==> src/rtl/fetch_sequencer_if.sv <==
// Signal bundle between the fetch sequencer, its instruction memory and the
// downstream consumer of issued instructions.
interface fetch_sequencer_if;
  logic        Stall;
  logic        Jump;
  logic        Branch;
  logic [31:0] JumpPC;
  logic [31:0] BranchPC;
  logic        ImemAck;
  logic [31:0] ImemRdata;
  logic        ImemReq;
  logic [31:0] ImemAddr;
  logic [31:0] PCNow;
  logic [31:0] PCPlus;
  logic [31:0] Instruction;
  logic        InstrValid;
  // Debug view of the FSM: 0 = FETCH, 1 = ISSUE.
  logic        DbgState;

  // Handshakes: ImemReq/ImemAddr stay stable until ImemAck (ack is the
  // response strobe, data valid that cycle). InstrValid is the issue valid;
  // Stall is the inverted ready and holds the issued pair while high.
  modport master (
    input  Stall, Jump, Branch, JumpPC, BranchPC, ImemAck, ImemRdata,
    output ImemReq, ImemAddr, PCNow, PCPlus, Instruction, InstrValid, DbgState
  );

  modport slave (
    output Stall, Jump, Branch, JumpPC, BranchPC, ImemAck, ImemRdata,
    input  ImemReq, ImemAddr, PCNow, PCPlus, Instruction, InstrValid, DbgState
  );
endinterface

==> src/rtl/fetch_sequencer.sv <==
// Two-state fetch/issue sequencer: requests one instruction word per PC,
// presents it downstream, and steers the PC on jumps and taken branches.
module fetch_sequencer #(
  parameter logic [31:0] RESET_PC = 32'h0000_3000
) (
  input logic              Clk,
  input logic              Rst,
  fetch_sequencer_if.master bus
);

  typedef enum logic {
    S_FETCH = 1'b0,
    S_ISSUE = 1'b1
  } state_t;

  state_t      state, state_n;
  logic [31:0] pc, pc_n;
  logic [31:0] instr, instr_n;
  logic        instr_valid, instr_valid_n;
  logic        pend_valid, pend_valid_n;
  logic [31:0] pend_pc, pend_pc_n;

  logic        redirect_now;
  logic [31:0] redirect_tgt;

  // Jump wins over Branch; all targets are word aligned on load.
  assign redirect_now = bus.Jump | bus.Branch;
  assign redirect_tgt = (bus.Jump ? bus.JumpPC : bus.BranchPC) & 32'hFFFF_FFFC;

  always_ff @(posedge Clk) begin
    if (Rst) begin
      state       <= S_FETCH;
      pc          <= RESET_PC & 32'hFFFF_FFFC;
      instr       <= 32'h0;
      instr_valid <= 1'b0;
      pend_valid  <= 1'b0;
      pend_pc     <= 32'h0;
    end else begin
      state       <= state_n;
      pc          <= pc_n;
      instr       <= instr_n;
      instr_valid <= instr_valid_n;
      pend_valid  <= pend_valid_n;
      pend_pc     <= pend_pc_n;
    end
  end

  always_comb begin
    state_n       = state;
    pc_n          = pc;
    instr_n       = instr;
    instr_valid_n = instr_valid;
    pend_valid_n  = pend_valid;
    pend_pc_n     = pend_pc;

    unique case (state)
      S_FETCH: begin
        if (bus.ImemAck) begin
          // A same-cycle redirect beats the pending one; either way the
          // returned word belongs to the wrong path and is dropped.
          if (redirect_now) begin
            pc_n         = redirect_tgt;
            pend_valid_n = 1'b0;
          end else if (pend_valid) begin
            pc_n         = pend_pc;
            pend_valid_n = 1'b0;
          end else begin
            instr_n       = bus.ImemRdata;
            instr_valid_n = 1'b1;
            state_n       = S_ISSUE;
          end
        end else if (redirect_now) begin
          pend_valid_n = 1'b1;
          pend_pc_n    = redirect_tgt;
        end
      end
      S_ISSUE: begin
        if (!bus.Stall) begin
          pc_n          = redirect_now ? redirect_tgt : pc + 32'd4;
          instr_valid_n = 1'b0;
          state_n       = S_FETCH;
        end
      end
      default: state_n = S_FETCH;
    endcase
  end

  assign bus.ImemReq     = (state == S_FETCH);
  assign bus.ImemAddr    = pc;
  assign bus.PCNow       = pc;
  assign bus.PCPlus      = pc + 32'd4;
  assign bus.Instruction = instr;
  assign bus.InstrValid  = instr_valid;
  assign bus.DbgState    = state;

endmodule

==> src/flat_wrapper.sv <==
// flat-port wrapper written by rule: the top's interface ports become plain ports
module fetch_sequencer_flat 
#(
  parameter logic [31:0] RESET_PC = 32'h0000_3000
)
  (Clk, Rst, bus_Stall, bus_Jump, bus_Branch, bus_JumpPC, bus_BranchPC, bus_ImemAck, bus_ImemRdata, bus_ImemReq, bus_ImemAddr, bus_PCNow, bus_PCPlus, bus_Instruction, bus_InstrValid, bus_DbgState);
  fetch_sequencer_if bus_i ();
  input logic Clk;
  input logic Rst;
  input wire logic [$bits(bus_i.Stall)-1:0] bus_Stall;
  input wire logic [$bits(bus_i.Jump)-1:0] bus_Jump;
  input wire logic [$bits(bus_i.Branch)-1:0] bus_Branch;
  input wire logic [$bits(bus_i.JumpPC)-1:0] bus_JumpPC;
  input wire logic [$bits(bus_i.BranchPC)-1:0] bus_BranchPC;
  input wire logic [$bits(bus_i.ImemAck)-1:0] bus_ImemAck;
  input wire logic [$bits(bus_i.ImemRdata)-1:0] bus_ImemRdata;
  output wire logic [$bits(bus_i.ImemReq)-1:0] bus_ImemReq;
  output wire logic [$bits(bus_i.ImemAddr)-1:0] bus_ImemAddr;
  output wire logic [$bits(bus_i.PCNow)-1:0] bus_PCNow;
  output wire logic [$bits(bus_i.PCPlus)-1:0] bus_PCPlus;
  output wire logic [$bits(bus_i.Instruction)-1:0] bus_Instruction;
  output wire logic [$bits(bus_i.InstrValid)-1:0] bus_InstrValid;
  output wire logic [$bits(bus_i.DbgState)-1:0] bus_DbgState;
  assign bus_i.Stall = bus_Stall;
  assign bus_i.Jump = bus_Jump;
  assign bus_i.Branch = bus_Branch;
  assign bus_i.JumpPC = bus_JumpPC;
  assign bus_i.BranchPC = bus_BranchPC;
  assign bus_i.ImemAck = bus_ImemAck;
  assign bus_i.ImemRdata = bus_ImemRdata;
  assign bus_ImemReq = bus_i.ImemReq;
  assign bus_ImemAddr = bus_i.ImemAddr;
  assign bus_PCNow = bus_i.PCNow;
  assign bus_PCPlus = bus_i.PCPlus;
  assign bus_Instruction = bus_i.Instruction;
  assign bus_InstrValid = bus_i.InstrValid;
  assign bus_DbgState = bus_i.DbgState;
  fetch_sequencer #(.RESET_PC(RESET_PC)) u_core (.Clk(Clk), .Rst(Rst), .bus(bus_i));
endmodule
==> config.mk <==
export PLATFORM = sky130hd
export DESIGN_NAME = fetch_sequencer_flat
export DESIGN_NICKNAME = d
export VERILOG_FILES = /design/src/rtl/fetch_sequencer_if.sv /design/src/rtl/fetch_sequencer.sv /design/src/flat_wrapper.sv
export SDC_FILE = /design/constraint.sdc
export NUM_CORES = 1
export LEC_CHECK = 0
export BUFFER_PORTS_ARGS = -buffer_cell sky130_fd_sc_hd__buf_2
export CAP_MARGIN = 20
export CELL_PAD_IN_SITES_DETAIL_PLACEMENT = 1
export CELL_PAD_IN_SITES_GLOBAL_PLACEMENT = 2
export CORE_MARGIN = 2
export CORE_UTILIZATION = 24
export DETAILED_ROUTE_END_ITERATION = 10
export HOLD_SLACK_MARGIN = 0.08
export PLACE_DENSITY = 0.75
export SLEW_MARGIN = 20
export SYNTH_ARGS = -nofsm -noshare
export SYNTH_HDL_FRONTEND = slang
export SYNTH_SLANG_ARGS = --single-unit
==> constraint.sdc <==
create_clock -name Clk -period 1.7 [get_ports Clk]
set_input_delay 0.255 -clock Clk [delete_from_list [all_inputs] [get_ports Clk]]
set_output_delay 0.255 -clock Clk [all_outputs]
set_load 0.05 [all_outputs]
== Word level (Yosys, flattened, before mapping) ==
Index checks and enable logic that the tools add are counted.

* Logic and storage cells: 42
* Output and inout bits: 131
* Bits in latches: 0
* ROM bits: 0
* Bits in registers: 97
* Bits in writable memories: 0
* Bits of input ports: 102
* Memories: 0

* Divide/modulo/power cells: 0
* Muxes and demuxes: 19
* Order comparisons: 0
* Shift operators: 0
* Add/sub/neg operators: 1
* $mul: 0
* Equality and inequality tests: 5
* Bitwise operators: 5
* Reduce and logical (&&, ||, !) cells: 6

{| class="wikitable"
|+ Operators with widths
! operator !! number
|-
| $mux 32 || 6
|-
| $pmux 32 s2 || 1
|-
| $add 32x3->32 const B || 1
|-
| $mux 1 || 10
|-
| $ne 2x2->1 const B || 4
|-
| $reduce_and 4->1 || 2
|-
| $reduce_and 3->1 || 2
|-
| $not 1->1 || 4
|-
| $pmux 1 s2 || 2
|-
| $ne 3x1->1 const B || 1
|-
| $reduce_and 2->1 || 1
|-
| $reduce_bool 2->1 || 1
|-
| $or 1x1->1 || 1
|}

== Logic depth before layout (Yosys ltp) ==
* Depth after elaboration: 4
* Mapped depth: 8
* Gate-level depth less buffers: 6

== Worst setup path before layout ==
Ideal clock, no wire load.

* Kind: reg2out
* Start: register u_core.pc[2], in the netlist u_core.bus.ImemAddr[2]
* End: output port bus_PCPlus[28]
* Buffers on the path: 0
* Setup slack: -1262 ps
* Stages on the path, launching flop included: 6
* Data required time: 1445 ps
* Arrival: 2707 ps
* Cells stage by stage: dfxtp_1 > ha_1 > nand3_1 > nor4_4 > nand4_1 > xnor2_1

* Longest elaborated chain between the ends: 1

{| class="wikitable"
|+ RTL lines
! what !! RTL line !! source
|-
| start: declaration || fetch_sequencer.sv:17 || <nowiki>logic [31:0] pc, pc_n;</nowiki>
|-
| start signal: assignment || fetch_sequencer.sv:33 || <nowiki>pc <= RESET_PC & 32'hFFFF_FFFC;</nowiki>
|-
| start signal: assignment || fetch_sequencer.sv:40 || <nowiki>pc <= pc_n;</nowiki>
|-
| $add 32x3->32 || fetch_sequencer.sv:91 || <nowiki>assign bus.PCPlus = pc + 32'd4;</nowiki>
|-
| end: declaration || flat_wrapper.sv:20 || <nowiki>output wire logic [$bits(bus_i.PCPlus)-1:0] bus_PCPlus;</nowiki>
|}

Every way passes these cells.

== Worst setup path in the final report ==
Same ends and word-level chain as after synthesis.

==> results.md <==
- Max clock buf depth: 2
- Grt ovf: 0
- Largest net degree at the start of global routing: 58
- Pre-CTS WS: -0.3062 ns
- Layout cells sized above 1: 52.98%
- H-tree levels: 3
- Unrepaired setup endpoints after global routing: true
- Flops & latches, synth: 95
- Failing checks: setup timing
- Slew HR: roughly 60%
- Worst Skew: 0.007727 ns
- Number of global-route vias before repair: between 6000 and 7000
- Post-CTS Hold Buffers: 0
- Die X: 158.6 um
- Die Area: between 0.02 and 0.03 sq mm
- Final Cycle Share: 132.8%
- Yosys warning count: 0
- Worst flop-to-flop path startpoint: u_core.bus.ImemAddr[2]
- Clk pwr share: 30.1%
- Mapped Avg Cell Area: 7.663 sq um
- Clk slew on worst S/H paths: 0.08 ns
- Final net count: 1172
- Sequential area share after synthesis: 33.14%
- Lkg Pwr: 4.410 nW
- Routed Antenna Nets: 0
- Yosys top cell area share: 33.14%
- Worst Path Class, Setup: register to primary output
- Crit path arrival time: 2.00 ns
- Fmax: 0.4428 GHz
- First-pass GRT wire length: around 38000 um
- Clock latency on the worst-skew pair: 0.36 ns
- Drt first pass iters: 4
- Core box area: between 0.02 and 0.025 sq mm
- CTS Buf Count: 9
- PortBufs: ~220
- Setup TNS: -12.51 ns
- Die H: 158.6 um
- Top post-synthesis cells by count: nand2_1 (105), dfxtp_1 (95), a21oi_1 (70), nor2_1 (67), nor3_1 (55)
- Overall Global Routing Usage: ~20%
- Hold_ws: 0.1226 ns
- Maximum vdd drop: approximately 470 uV
- Final Hold Violating Endpoints: 0
- Post-synthesis cell area: 0.005739 sq mm
- Critical path launch point type: register
- Cell variety after synth: 58
- Share of synthesized flip-flops with an asynchronous set or reset: 0%
- Area Growth Syn to Fin: 72.75%
- Status: finished with violations
- Power Internal: 4.590 mW
- Mapped Cells: approximately 750
- Avg WL per Cell: approximately 18 um
- Reg power frac: 33.2%
- Clock root buffer master: clkbuf_16
- Critical Path End Type: primary output
- CTS tree: built
- DRC Markers: 0
- Clock tree sinks: 95
- Cell area power density: around 760 mW/mm^2
- Detailed Route WL: 25370 um
- Worst setup path start: u_core.bus.ImemAddr[2]
- Starting density of the core: 24.45%
- CP endpoint: bus_PCPlus[28]
- Area leader, netlist: dfxtp_1
- EDFF count, synth: 0
- Top Ports: 233
- Worst-path fanout max: 5
- Final setup margin: -0.5583 ns
- R2R Path End: u_core.bus.ImemAddr[28]
- Fin. max-slew vios: 0
- Top post-synthesis cells by area: dfxtp_1 (33%), nand2_1 (6.9%), a21oi_1 (6.1%), buf_4 (5.6%), nor3_1 (4.8%)
- Antenna violations before repair: 1
- Sw Share: 39.03%
- Via-to-Cell Ratio: between 4 and 5
- Fin crit period: 2.258 ns
- Worst hold path class: primary input to register
- Total power: between 7 and 8 mW
- Reg2reg path depth: 10
- Row cnt: 56
- Req. time, crit path: 1.44 ns
- Gate power share: 36.7%
- Worst slew pin tran: 0.5849 ns
- Hold path start: bus_ImemRdata[31]
- HPWL Detailed: 18260 um
- FF-to-FF setup slack: -0.32 ns
- Count leader, synth: nand2_1
- Routed vias: 6623
- Iter 0 DRT Violations: 376
- Routability congestion estimate: about 0.8
- Max Cap Violations: 0
- Top_reg_cell synth: dfxtp_1
- Net Switching: around 2.9 mW
- Finish-stage setup viols: 37
[power by group through the flow]
stage	clock (mW)	combinational [mW]	sequential, mW
3_5_place_dp	0	2.55	2.55
2_1_floorplan	0	1.41	2.92
5_1_grt	2.40	2.93	2.52
6_report	2.26	2.77	2.50
3_3_place_gp	0	2.53	2.53
4_1_cts	2.30	2.69	2.50
[timing repair]
item,in CTS,in global routing
resized for setup,114,50
setup endpoints to repair,41,56
cloned,0,2
pin swaps,53,53
buffers inserted,30,24
[critical path, cell delays in order (launching register included)]
cell,delay [ns]
dfxtp_4,0.38
ha_4,0.16
nand3_4,0.09
nor4_4,0.29
buf_6,0.16
nand4_1,0.10
buf_6,0.16
xnor2_4,0.15
buf_12,0.15
[how the worst min path moves through the flow]
stage	endpoint	slack, ns	cells past startpoint
after global placement	u_core.bus.Instruction[14]	0.44	2
after global routing	u_core.bus.Instruction[31]	0.12	3
final	u_core.bus.Instruction[31]	0.12	3
after detailed placement	u_core.bus.Instruction[8]	0.45	2
after CTS	u_core.bus.Instruction[31]	0.12	3
after floorplan	u_core.bus.Instruction[0]	0.39	2
[metal layers]
layer  vias up  GRT usage, %  routed length (um)
li1       3225             -                   -
met1      3213         26.99               11850
met2       153         31.75               12270
met3        32         2.286                 804
met4         0         6.221                 444
met5         -             0                   0
[through the flow]
stage	instance area (sq um)	util, %	instances
CTS	9564	40.75	1377
global route	9915	42.24	1394
detailed placement	8597	36.63	1335
global placement	8597	36.63	1335
finish	9915	42.24	1394
floorplan	6477	-	754
[kinds of logic (layout without fill, tap and decap cells)]
group,after synthesis,in the layout,synth area share (%)
mux,12,12,2.093
compound gates,169,169,19.10
fa+ha+maj,1,1,0.2180
xor+xnor,28,28,4.273
other cells,1,7,0.06534
flops,95,95,33.14
buf+inv,107,427,11.21
simple gates,336,336,29.91
[state kept, by name (all words and copies together) (netlist names)]
name,cells
u_core.bus.InstrValid,1
u_core.bus.DbgState,1
u_core.bus.ImemAddr,30
u_core.bus.Instruction,32
u_core.pend_pc,30
u_core.pend_valid,1
[cell usage in the layout (no fill, tap or decap), drive strengths merged, types with 4 or more instances in the layout]
master	instances
mux2i	12
buf	405
nor4	6
and4	5
o31ai	17
xor2	8
and3	6
nand4	16
dfxtp	95
a21oi	70
nor2	68
conb	6
inv	5
nor3	57
nand3	19
nand2b	20
o21ai	22
a211oi	17
nor2b	28
nand2	105
xnor2	20
a311oi	19
clkbuf	13
a22oi	4
[final cells by class]
class                      instances  area, sq um
fill                            2795        13560
inverter                           5        22.52
antenna                            1        2.502
sequential                        95         1994
timing repair buffer             406         3009
multi-input combinational        552         4165
clock inverter                     4        32.53
clock buffer                      12        289.0
tap                              319        399.1
Power figures use the tool's default switching activity.
